`src/rtl/fetch_redirect_ctrl_pkg.sv`:
```
// rtl/fetch_redirect_ctrl_pkg.sv - shared front-end redirect constants
// Sequencer states and redirect_cause encodings used across the fetch redirect path.
package fetch_redirect_ctrl_pkg;

   localparam int ADDR_W_DEF = 32;

   localparam logic [1:0] ST_IDLE  = 2'd0;
   localparam logic [1:0] ST_DRAIN = 2'd1;
   localparam logic [1:0] ST_ISSUE = 2'd2;

   localparam logic [1:0] CAUSE_NONE    = 2'd0;
   localparam logic [1:0] CAUSE_EXCP    = 2'd1;
   localparam logic [1:0] CAUSE_MISPRED = 2'd2;
   localparam logic [1:0] CAUSE_BPU     = 2'd3;

endpackage

```
`src/rtl/fetch_redirect_ctrl_mispred_check.sv`:
```
// rtl/fetch_redirect_ctrl_mispred_check.sv - per-slot mispredict detect and correct target
// Purely combinational; the top instantiates one per EX issue slot.
module mispred_check
   import fetch_redirect_ctrl_pkg::*;
#(
   parameter int ADDR_W = ADDR_W_DEF
) (
   input  logic              valid_i,
   input  logic              is_bj_i,
   input  logic [ADDR_W-1:0] pc_i,
   input  logic              pred_taken_i,
   input  logic [ADDR_W-1:0] pred_addr_i,
   input  logic              real_taken_i,
   input  logic [ADDR_W-1:0] real_addr_i,
   output logic              mispred_o,
   output logic [ADDR_W-1:0] target_o
);

   logic dir_wrong;
   logic addr_wrong;

   assign dir_wrong  = (real_taken_i != pred_taken_i);
   // A target mismatch only matters when the branch was actually taken.
   assign addr_wrong = real_taken_i & (real_addr_i != pred_addr_i);
   assign mispred_o  = valid_i & is_bj_i & (dir_wrong | addr_wrong);
   assign target_o   = real_taken_i ? real_addr_i : (pc_i + ADDR_W'(4));

endmodule

```
`src/rtl/fetch_redirect_ctrl.sv`:
```
// rtl/fetch_redirect_ctrl.sv - front-end redirect arbiter and flush/drain/issue sequencer
// Optional statistics counters are built when FETCH_REDIRECT_STAT_EN is defined.
module fetch_redirect_ctrl
   import fetch_redirect_ctrl_pkg::*;
#(
   parameter int ADDR_W = ADDR_W_DEF,
   parameter int CNT_W  = 32
) (
   input  logic                   cpu_clk,
   input  logic                   cpu_rst,
   input  logic                   excp_valid,
   input  logic [ADDR_W-1:0]      excp_pc,
   input  logic [1:0]             ex_valid,
   input  logic [1:0]             ex_is_bj,
   input  logic [1:0][ADDR_W-1:0] ex_pc,
   input  logic [1:0]             ex_pred_taken,
   input  logic [1:0][ADDR_W-1:0] ex_pred_addr,
   input  logic [1:0]             ex_real_taken,
   input  logic [1:0][ADDR_W-1:0] ex_real_addr,
   input  logic                   bpu_pred_taken,
   input  logic [ADDR_W-1:0]      bpu_pred_addr,
   input  logic                   icache_busy,
   input  logic                   icache_resp_valid,
   output logic                   redirect_valid,
   output logic [ADDR_W-1:0]      redirect_pc,
   output logic                   pc_flush,
   output logic                   ibuf_flush,
   output logic                   icache_discard,
   output logic                   fetch_stall,
   output logic [1:0]             redirect_cause,
   output logic [1:0]             bpu_update_en
`ifdef FETCH_REDIRECT_STAT_EN
   ,output logic [CNT_W-1:0]      excp_cnt
   ,output logic [CNT_W-1:0]      mispred_cnt
   ,output logic [CNT_W-1:0]      bpu_redir_cnt
`endif
);

   logic [1:0]              state_q, state_d;
   logic [ADDR_W-1:0]       target_q, target_d;
   logic [ADDR_W-1:0]       last_pc_q, last_pc_d;
   logic [1:0]              cause_q, cause_d;
   logic [1:0]              upd_q, upd_d;
   logic                    flush_q, flush_d;
   logic                    bpu_fire_q, bpu_fire_d;

   logic [1:0]              mis;
   logic [1:0][ADDR_W-1:0]  tgt;
   logic                    in_idle;
   logic                    acc_excp;
   logic                    acc_mis;
   logic                    acc_bpu;
   logic                    issue_fire;

   for (genvar s = 0; s < 2; s++) begin : g_chk
      mispred_check #(.ADDR_W(ADDR_W)) u_chk (
         .valid_i      (ex_valid[s]),
         .is_bj_i      (ex_is_bj[s]),
         .pc_i         (ex_pc[s]),
         .pred_taken_i (ex_pred_taken[s]),
         .pred_addr_i  (ex_pred_addr[s]),
         .real_taken_i (ex_real_taken[s]),
         .real_addr_i  (ex_real_addr[s]),
         .mispred_o    (mis[s]),
         .target_o     (tgt[s])
      );
   end

   assign in_idle  = (state_q == ST_IDLE);
   assign acc_excp = excp_valid;
   // Mispredict and BPU requests outside IDLE belong to the wrong path.
   assign acc_mis  = in_idle & (|mis) & ~excp_valid;
   assign acc_bpu  = in_idle & bpu_pred_taken & ~excp_valid & ~(|mis);
   // The first ISSUE cycle carries the flush; the redirect goes out on the next one.
   assign issue_fire = (state_q == ST_ISSUE) & ~flush_q & ~excp_valid;

   always_comb begin
      state_d    = state_q;
      target_d   = target_q;
      last_pc_d  = last_pc_q;
      cause_d    = cause_q;
      upd_d      = 2'b00;
      flush_d    = 1'b0;
      bpu_fire_d = 1'b0;

      case (state_q)
         ST_DRAIN: if (icache_resp_valid) state_d = ST_ISSUE;
         ST_ISSUE: if (!flush_q) state_d = ST_IDLE;
         default:  state_d = ST_IDLE;
      endcase

      if (issue_fire) last_pc_d = target_q;

      if (acc_excp) begin
         target_d = excp_pc;
         cause_d  = CAUSE_EXCP;
         flush_d  = 1'b1;
         state_d  = icache_busy ? ST_DRAIN : ST_ISSUE;
      end else if (acc_mis) begin
         target_d = mis[0] ? tgt[0] : tgt[1];
         cause_d  = CAUSE_MISPRED;
         flush_d  = 1'b1;
         upd_d    = mis[0] ? 2'b01 : 2'b10;
         state_d  = icache_busy ? ST_DRAIN : ST_ISSUE;
      end else if (acc_bpu) begin
         last_pc_d  = bpu_pred_addr;
         cause_d    = CAUSE_BPU;
         bpu_fire_d = 1'b1;
      end
   end

   always_ff @(posedge cpu_clk or posedge cpu_rst) begin
      if (cpu_rst) begin
         state_q    <= ST_IDLE;
         target_q   <= '0;
         last_pc_q  <= '0;
         cause_q    <= CAUSE_NONE;
         upd_q      <= 2'b00;
         flush_q    <= 1'b0;
         bpu_fire_q <= 1'b0;
      end else begin
         state_q    <= state_d;
         target_q   <= target_d;
         last_pc_q  <= last_pc_d;
         cause_q    <= cause_d;
         upd_q      <= upd_d;
         flush_q    <= flush_d;
         bpu_fire_q <= bpu_fire_d;
      end
   end

   assign redirect_valid = bpu_fire_q | issue_fire;
   assign redirect_pc    = issue_fire ? target_q : last_pc_q;
   assign pc_flush       = flush_q;
   assign ibuf_flush     = flush_q;
   assign icache_discard = (state_q == ST_DRAIN);
   assign fetch_stall    = (state_q == ST_DRAIN);
   assign redirect_cause = cause_q;
   assign bpu_update_en  = upd_q;

`ifdef FETCH_REDIRECT_STAT_EN
   logic [CNT_W-1:0] excp_cnt_q, mispred_cnt_q, bpu_redir_cnt_q;

   always_ff @(posedge cpu_clk or posedge cpu_rst) begin
      if (cpu_rst) begin
         excp_cnt_q      <= '0;
         mispred_cnt_q   <= '0;
         bpu_redir_cnt_q <= '0;
      end else begin
         if (acc_excp && excp_cnt_q != '1)     excp_cnt_q      <= excp_cnt_q + 1'b1;
         if (acc_mis && mispred_cnt_q != '1)   mispred_cnt_q   <= mispred_cnt_q + 1'b1;
         if (acc_bpu && bpu_redir_cnt_q != '1) bpu_redir_cnt_q <= bpu_redir_cnt_q + 1'b1;
      end
   end

   assign excp_cnt      = excp_cnt_q;
   assign mispred_cnt   = mispred_cnt_q;
   assign bpu_redir_cnt = bpu_redir_cnt_q;
`else
   logic unused_cnt_w;
   assign unused_cnt_w = (CNT_W > 0);
`endif

endmodule

```
`config.mk`:
```
export PLATFORM = sky130hd
export DESIGN_NAME = fetch_redirect_ctrl
export DESIGN_NICKNAME = d
export VERILOG_FILES = /design/src/rtl/fetch_redirect_ctrl_pkg.sv /design/src/rtl/fetch_redirect_ctrl_mispred_check.sv /design/src/rtl/fetch_redirect_ctrl.sv
export SDC_FILE = /design/constraint.sdc
export NUM_CORES = 1
export LEC_CHECK = 0
export ABC_AREA = 1
export CAP_MARGIN = 25
export CORE_MARGIN = 1
export CORE_UTILIZATION = 45
export CTS_CLUSTER_DIAMETER = 60
export CTS_CLUSTER_SIZE = 16
export DETAILED_ROUTE_END_ITERATION = 10
export GPL_TIMING_DRIVEN = 0
export PLACE_DENSITY = 0.83
export SLEW_MARGIN = 20
export SYNTH_ARGS = -nofsm -noshare
export SYNTH_HDL_FRONTEND = slang
export SYNTH_HIERARCHICAL = 1
export SYNTH_SLANG_ARGS = --single-unit
export TNS_END_PERCENT = 5
```
`constraint.sdc`:
```
create_clock -name cpu_clk -period 2.8 [get_ports cpu_clk]
set_clock_uncertainty 0.15 [all_clocks]
set_input_delay 0.56 -clock cpu_clk [delete_from_list [all_inputs] [get_ports cpu_clk]]
set_output_delay 0.56 -clock cpu_clk [all_outputs]
set_load 0.01 [all_outputs]
```
==> flow_summary.json, run 1 <==
{
  "status": "completed",
  "overflow": 0,
  "drtPass1Iterations": 5,
  "seqPwrFrac_pct": 28.8,
  "grt_pass1_vias": 9699,
  "syn_nets": 1647,
  "antenna_left": 0,
  "grt_max_degree": 56,
  "grt_pass1_wl_mm": 49.7,
  "placementRows": 47,
  "hpwl_mm": 26.1,
  "syn_area_mm2": 0.00781,
  "cts_tree": "yes",
  "synth_edf_count": 0,
  "syn-mean-instance-area_um2": 5.68,
  "netlist_instances": 1375,
  "cp_num_buf_inv": 3,
  "worst_r2r_endpoint": "last_pc_q[16]",
  "hold-path-cell-count": 2,
  "vias": 9972,
  "yosys.area.top_type_share_pct": 25.5,
  "cts.sinks": 72,
  "crit_family": "buffers and inverters",
  "cp.required_ps": 2090,
  "route.met3.wl_mm": 2.09,
  "finalSetupTns_ps": 0,
  "drive_above_1_share_pct": 8.44,
  "p_switching_mw": 1.79,
  "antenna_cells": 0,
  "wire_per_inst_um": 16.5,
  "die_h_um": 134,
  "crit_path_cell_trace": "inv_2 -> clkbuf_1 -> nand4_1 -> and2_1 -> dlygate4sd2_1",
  "cts_root_buf": "clkbuf_16",
  "ctsHoldBuffers": 0,
  "rsz0062_at_grt": "true",
  "instances_no_fill": 1927,
  "ys.flop_type": "dfrtp_1",
  "slowest_stage": "dfrtp_1",
  "timing.final.hold_violations": 0,
  "htree_levels": 3,
  "die-area_mm2": 0.0179,
  "seq_area_frac_synth_pct": 23.1,
  "top_layer": "met4",
  "tightestPinTransition_ps": 624,
  "crit_path_start": "ibuf_flush",
  "internal-power_mw": 3.23,
  "layout-area-overhead-vs-synth_pct": 49.3,
  "cp-start-kind": "flip-flop",
  "ys_top_cells_by_area": "nand2_1, dfrtp_1, inv_1, nand3_1, nor2_1",
  "p_total_mw": 5.01,
  "finalWeightedCongestion": 0.987,
  "reg2reg_slack_ps": 1180,
  "routed_via_density": 5.17,
  "start_util_pct": 46.6,
  "ys_top_cells_by_count": "nand2_1, inv_1, nor2_1",
  "rr_worst_depth": 5,
  "fillers": 1535,
  "p_leak_nw": 5.70,
  "drc": 0,
  "finalMaxSlewViolations": 0,
  "io-pin-count": 311,
  "dr_wl_met2_mm": 15.5,
  "dp_cells": 1904,
  "clockBufferDepth": 2,
  "setup_violations": 0,
  "fin_crit_sh_pct": 96.2,
  "yosysWarnings": 6,
  "antenna_found_initial": 0,
  "crit_end": "redirect_pc[9]",
  "critPathMaxFanout": 10,
  "met1_length_mm": 13.0,
  "crit_type": "reg -> out",
  "yosysTopAreaCell": "nand2_1",
  "end_kind": "primary output",
  "max_freq_mhz": 371,
  "relSlewSlack_pct": 58.4,
  "drt_iter0_drc": 739,
  "min_period_ps": 2690,
  "clkSlewWorstSetupHoldPaths_ps": 60,
  "die_x_um": 134,
  "drv_cap": 0,
  "path_depth": 5,
  "swShare_pct": 35.6,
  "nets": 1974,
  "holdCritPathClass": "reg -> reg",
  "synthArstFlopShare_pct": 100,
  "cts_inserted_buffers": 9,
  "dpl_worst_slack_ps": -443,
  "clock_latency_ps": 330,
  "power_density_mw_per_mm2": 430,
  "synth.most_common_cell": "nand2_1",
  "p_comb_share_pct": 47.0,
  "slowest_delay_ps": 430,
  "io_buffer_count": 308,
  "fp.coreArea_mm2": 0.0168,
  "power_frac_clock_pct": 24.2,
  "wl_mm": 31.7,
  "ir_drop_v": 0.000368,
  "ys_types": 36,
  "ys_seq_elements": 72,
  "setup_ws_ps": 105,
  "regToRegStartpoint": "ibuf_flush",
  "cp.arrival_ps": 1980,
  "grt.total_usage_pct": 35.5
}
==> what timing repair did <==
item,in CTS,in global routing
setup endpoints to repair,33,83
buffers inserted,2,5
resized for setup,43,47
endpoints found under the hold margin,0,0
pin swaps,1,5
==> metrics by stage <==
stage | hold WS [ps] | cell area (um2) | util (%)
2_1_floorplan | 305 | 7810 | -
3_3_place_gp | 316 | 11200 | 66.7
3_5_place_dp | 318 | 11200 | 66.8
4_1_cts | 333 | 11500 | 68.8
5_1_grt | 341 | 11700 | 69.6
6_report | 332 | 11700 | 69.6
==> worst min path at each step <==
| stage | startpoint | end | slack [ps] |
|---|---|---|---|
| floorplan | target_q[0] | target_q[0] | 300 |
| global placement | target_q[9] | target_q[9] | 320 |
| global route | target_q[28] | target_q[28] | 340 |
| detailed placement | target_q[13] | target_q[13] | 320 |
| finish | target_q[27] | target_q[27] | 330 |
| CTS | target_q[25] | target_q[25] | 330 |
==> state kept, by name, summed over array words and instances, names as in the netlist <==
register and count:
last_pc_q 32, redirect_cause 2, state_q 2, target_q 32
bpu_update_en 2, bpu_fire_q 1, ibuf_flush 1
==> power groups by stage <==
stage	clock, mW	sequential (mW)	combinational [mW]
6_report	1.22	1.44	2.35
5_1_grt	1.25	1.47	2.58
4_1_cts	1.22	1.44	2.31
3_5_place_dp	0	1.45	2.43
3_3_place_gp	0	1.44	2.36
2_1_floorplan	0	1.43	1.24
==> cell usage in the layout (no fill, tap or decap), types with 11 or more instances in the layout <==
cell type / synthesis / routed
a21oi_1: 13 / 13
and2_1: 32 / 32
buf_4: 13 / 20
buf_6: 4 / 11
clkbuf_1: 21 / 19
clkdlybuf4s50_1: 0 / 274
dfrtp_1: 72 / 72
dlygate4sd2_1: 0 / 32
inv_1: 179 / 176
nand2_1: 530 / 527
nand2_2: 9 / 12
nand3_1: 101 / 101
nand4_1: 42 / 42
nor2_1: 125 / 123
nor2_2: 11 / 11
o21ai_0: 71 / 69
o21ai_1: 12 / 13
o21ai_2: 28 / 29
xnor2_1: 21 / 21
xor2_1: 15 / 15
==> layer usage <==
metal | vias to the layer above | track usage, %
li1 | 4947 | -
met1 | 4533 | 43.5
met2 | 425 | 63.0
met3 | 67 | 4.61
met4 | 0 | 13.5
met5 | - | 0
==> tightest hold or removal path, stage by stage, from the launching register on <==
cell and delay (ps):
dfrtp_1 340, nand2_1 70, o21ai_2 50
==> cell families (layout without fill, tap and decap cells) <==
logic type | after synthesis | after routing | share of synthesized area [%]
buffers and inverters | 245 | 577 | 13.1
adders and majority gates | 2 | 2 | 0.320
DFF | 72 | 72 | 23.1
AOI/OAI and AO/OA | 138 | 138 | 10.6
xor gates and xnor gates | 36 | 36 | 4.04
and+or+nand+nor | 882 | 882 | 48.9
==> final cells by class <==
| type | count | area [um2] | share of cell area (%) |
|---|---|---|---|
| plain buffers | 55 | 383 | 3.28 |
| clock buffers | 11 | 233 | 2.00 |
| inverters | 190 | 728 | 6.24 |
| well taps | 220 | 275 | 2.36 |
| repair buffers | 316 | 3130 | 26.8 |
| multi-input cells | 1058 | 5030 | 43.2 |
| clock inverters | 5 | 81.3 | 0.697 |
| flip-flops and latches | 72 | 1800 | 15.4 |
No activity file was read; power rests on OpenSTA's default activity.
==> run 2, diff against run 1 <==
--- a/config.mk
+++ b/config.mk
@@ -8,12 +8,12 @@
 export ABC_AREA = 1
 export CAP_MARGIN = 25
 export CORE_MARGIN = 1
-export CORE_UTILIZATION = 45
+export CORE_UTILIZATION = 40
 export CTS_CLUSTER_DIAMETER = 60
 export CTS_CLUSTER_SIZE = 16
 export DETAILED_ROUTE_END_ITERATION = 10
-export GPL_TIMING_DRIVEN = 0
-export PLACE_DENSITY = 0.83
+export GPL_TIMING_DRIVEN = 1
+export PLACE_DENSITY = 0.75
 export SLEW_MARGIN = 20
 export SYNTH_ARGS = -nofsm -noshare
 export SYNTH_HDL_FRONTEND = slang
==> run 2 against run 1 <==
  * Non-clock buffer count increased by 48
  * Hold slack about the same
  * Core utilization decreased by 5.2 points
  * Via count decreased by 0.61%
  * Largest power group unchanged
  * Sequential share of layout area decreased by 0.68 points
  * Die area increased by 12%
  * Routed wire length decreased by 3.2%
  * Total power increased by 0.79%
  * Setup slack got worse by 31 ps
  * Sequential power about the same
  * Register-to-register slack improved by 70 ps
  * First-iteration DRC count decreased by 20%
  * Largest cell class unchanged
  * Highest routed layer unchanged
==> flow_summary.json, run 2 (synthesized netlist as in run 1, its figures left out) <==
{
  "placementRows": 50,
  "fin_util_pct": 64.4,
  "ir_drop_v": 0.000334,
  "min_period_ps": 2730,
  "cts_tree": "yes",
  "start_util_pct": 41.2,
  "critPathMaxFanout": 16,
  "status": "completed",
  "routed_via_density": 4.91,
  "overflow": 0,
  "post_dp_cell_area_mm2": 0.0119,
  "setup_ws_ps": 73.8,
  "io_buffer_count": 310,
  "worst_r2r_endpoint": "last_pc_q[25]",
  "drtPass1Iterations": 5,
  "power_density_mw_per_mm2": 414,
  "grt_pass1_wl_mm": 47.6,
  "tightestPinTransition_ps": 531,
  "htree_levels": 3,
  "rsz0062_at_grt": "true",
  "fin_crit_sh_pct": 97.4,
  "final_common_cell": "nand2_1",
  "drt_iter0_drc": 592,
  "layout_common_cells": "nand2_1, clkdlybuf4s50_1, inv_1",
  "hpwl_mm": 25.8,
  "relSlewSlack_pct": 64.2,
  "vias": 9911,
  "reg2reg_slack_ps": 1250,
  "dpl_worst_slack_ps": -240,
  "antenna_found_initial": 2,
  "regToRegStartpoint": "state_q[0]",
  "drive_above_1_share_pct": 11.6,
  "timing.final.hold_violations": 0,
  "layout-area-overhead-vs-synth_pct": 56.1,
  "clockBufferDepth": 2,
  "cts_root_buf": "clkbuf_16",
  "hold_end": "target_q[29]",
  "finalSetupTns_ps": 0,
  "nets": 2022,
  "antenna_left": 0,
  "cp.required_ps": 2920,
  "hp-start": "target_q[29]",
  "cp.arrival_ps": 2850,
  "post-cts-setup-buffer-count": 0,
  "wire_per_inst_um": 15.2,
  "holdCritPathClass": "reg -> reg",
  "cp-start-kind": "input pin",
  "max_freq_mhz": 367,
  "clkSlewWorstSetupHoldPaths_ps": 60,
  "setup_violations": 0,
  "finalMaxSlewViolations": 0,
  "p_leak_nw": 6.02,
  "grt.total_usage_pct": 30.5,
  "drc": 0,
  "wl_mm": 30.7,
  "grt_max_degree": 43,
  "fp.coreArea_mm2": 0.0190,
  "die_h_um": 142,
  "rr_worst_depth": 5,
  "whs_ps": 332,
  "cts.sinks": 72,
  "hold-path-cell-count": 2,
  "die_x_um": 142,
  "clock_latency_ps": 340,
  "finalWeightedCongestion": 0.991,
  "die-area_mm2": 0.0201,
  "end_kind": "flip-flop",
  "grt_pass1_vias": 9438,
  "crit_type": "in -> reg",
  "ctsHoldBuffers": 0,
  "fillers": 1810,
  "drv_cap": 0,
  "cts_inserted_buffers": 9,
  "reg_top3": "last_pc_q: 32 flops, target_q: 32 flops",
  "design_area_mm2": 0.0122,
  "io-pin-count": 311
}
run 2: power breakdown:
group | switching [mW] | leakage (nW) | internal [mW]
Combinational | 1.19 | 5.01 | 1.16
Sequential | 0.113 | 0.855 | 1.33
Clock | 0.469 | 0.157 | 0.789
run 2: layout make-up:
| type | count | area, um2 | share of cell area (%) |
|---|---|---|---|
| Tap cell | 260 | 325 | 2.67 |
| Clock inverter | 7 | 103 | 0.841 |
| Antenna cell | 2 | 5.00 | 0.0410 |
| Inverter | 190 | 717 | 5.88 |
| Multi-Input combinational cell | 1058 | 5000 | 41.0 |
| Clock buffer | 9 | 225 | 1.85 |
| Sequential cell | 72 | 1800 | 14.8 |
| Timing Repair Buffer | 419 | 4020 | 33.0 |
run 2: worst max-delay path by stage:
stage                startpoint             end  slack [ps]
6_report       ex_real_addr[29]    target_q[29]          70
5_1_grt        ex_real_addr[26]    target_q[29]         -10
4_1_cts              excp_valid  redirect_valid          90
3_5_place_dp   ex_pred_addr[13]    target_q[29]        -240
3_3_place_gp   ex_real_addr[29]    target_q[31]        -230
2_1_floorplan           cpu_rst      bpu_fire_q         270
run 2: worst max-delay path, cell delays in order:
cell             delay [ps]
clkdlybuf4s50_1         500
inv_1                    50
nand2_1                  50
nand2_1                  50
nor2_1                  180
nand2_1                  70
nor2_1                  140
nand3_1                 160
nor2_1                  140
nor2_2                   90
clkinv_2                130
buf_12                  140
nand2_1                 120
nand3_1                 130
o21ai_0                 170
o21ai_2                 150
run 2: routing by layer:
metal	track usage, %	part of all wire (%)	vias up	routed length (um)
met5	0	0	-	0
met4	9.56	2.7	0	824
met3	3.64	5.9	46	1800
met2	55.0	50	361	15300
met1	37.8	42	4463	12800
li1	-	-	5041	-
run 2: stage by stage:
stage / power, mW / std cells
5_1_grt: 5.39 / 2017
2_1_floorplan: 2.67 / 1375
4_1_cts: 5.08 / 2015
3_3_place_gp: 3.89 / 1999
6_report: 5.05 / 2017
3_5_place_dp: 3.96 / 1999
run 2: repair_timing:
item                                    4_1_cts  5_1_grt
pin swaps                                     2        0
endpoints found under the setup margin       32       30
resized for setup                            32        4
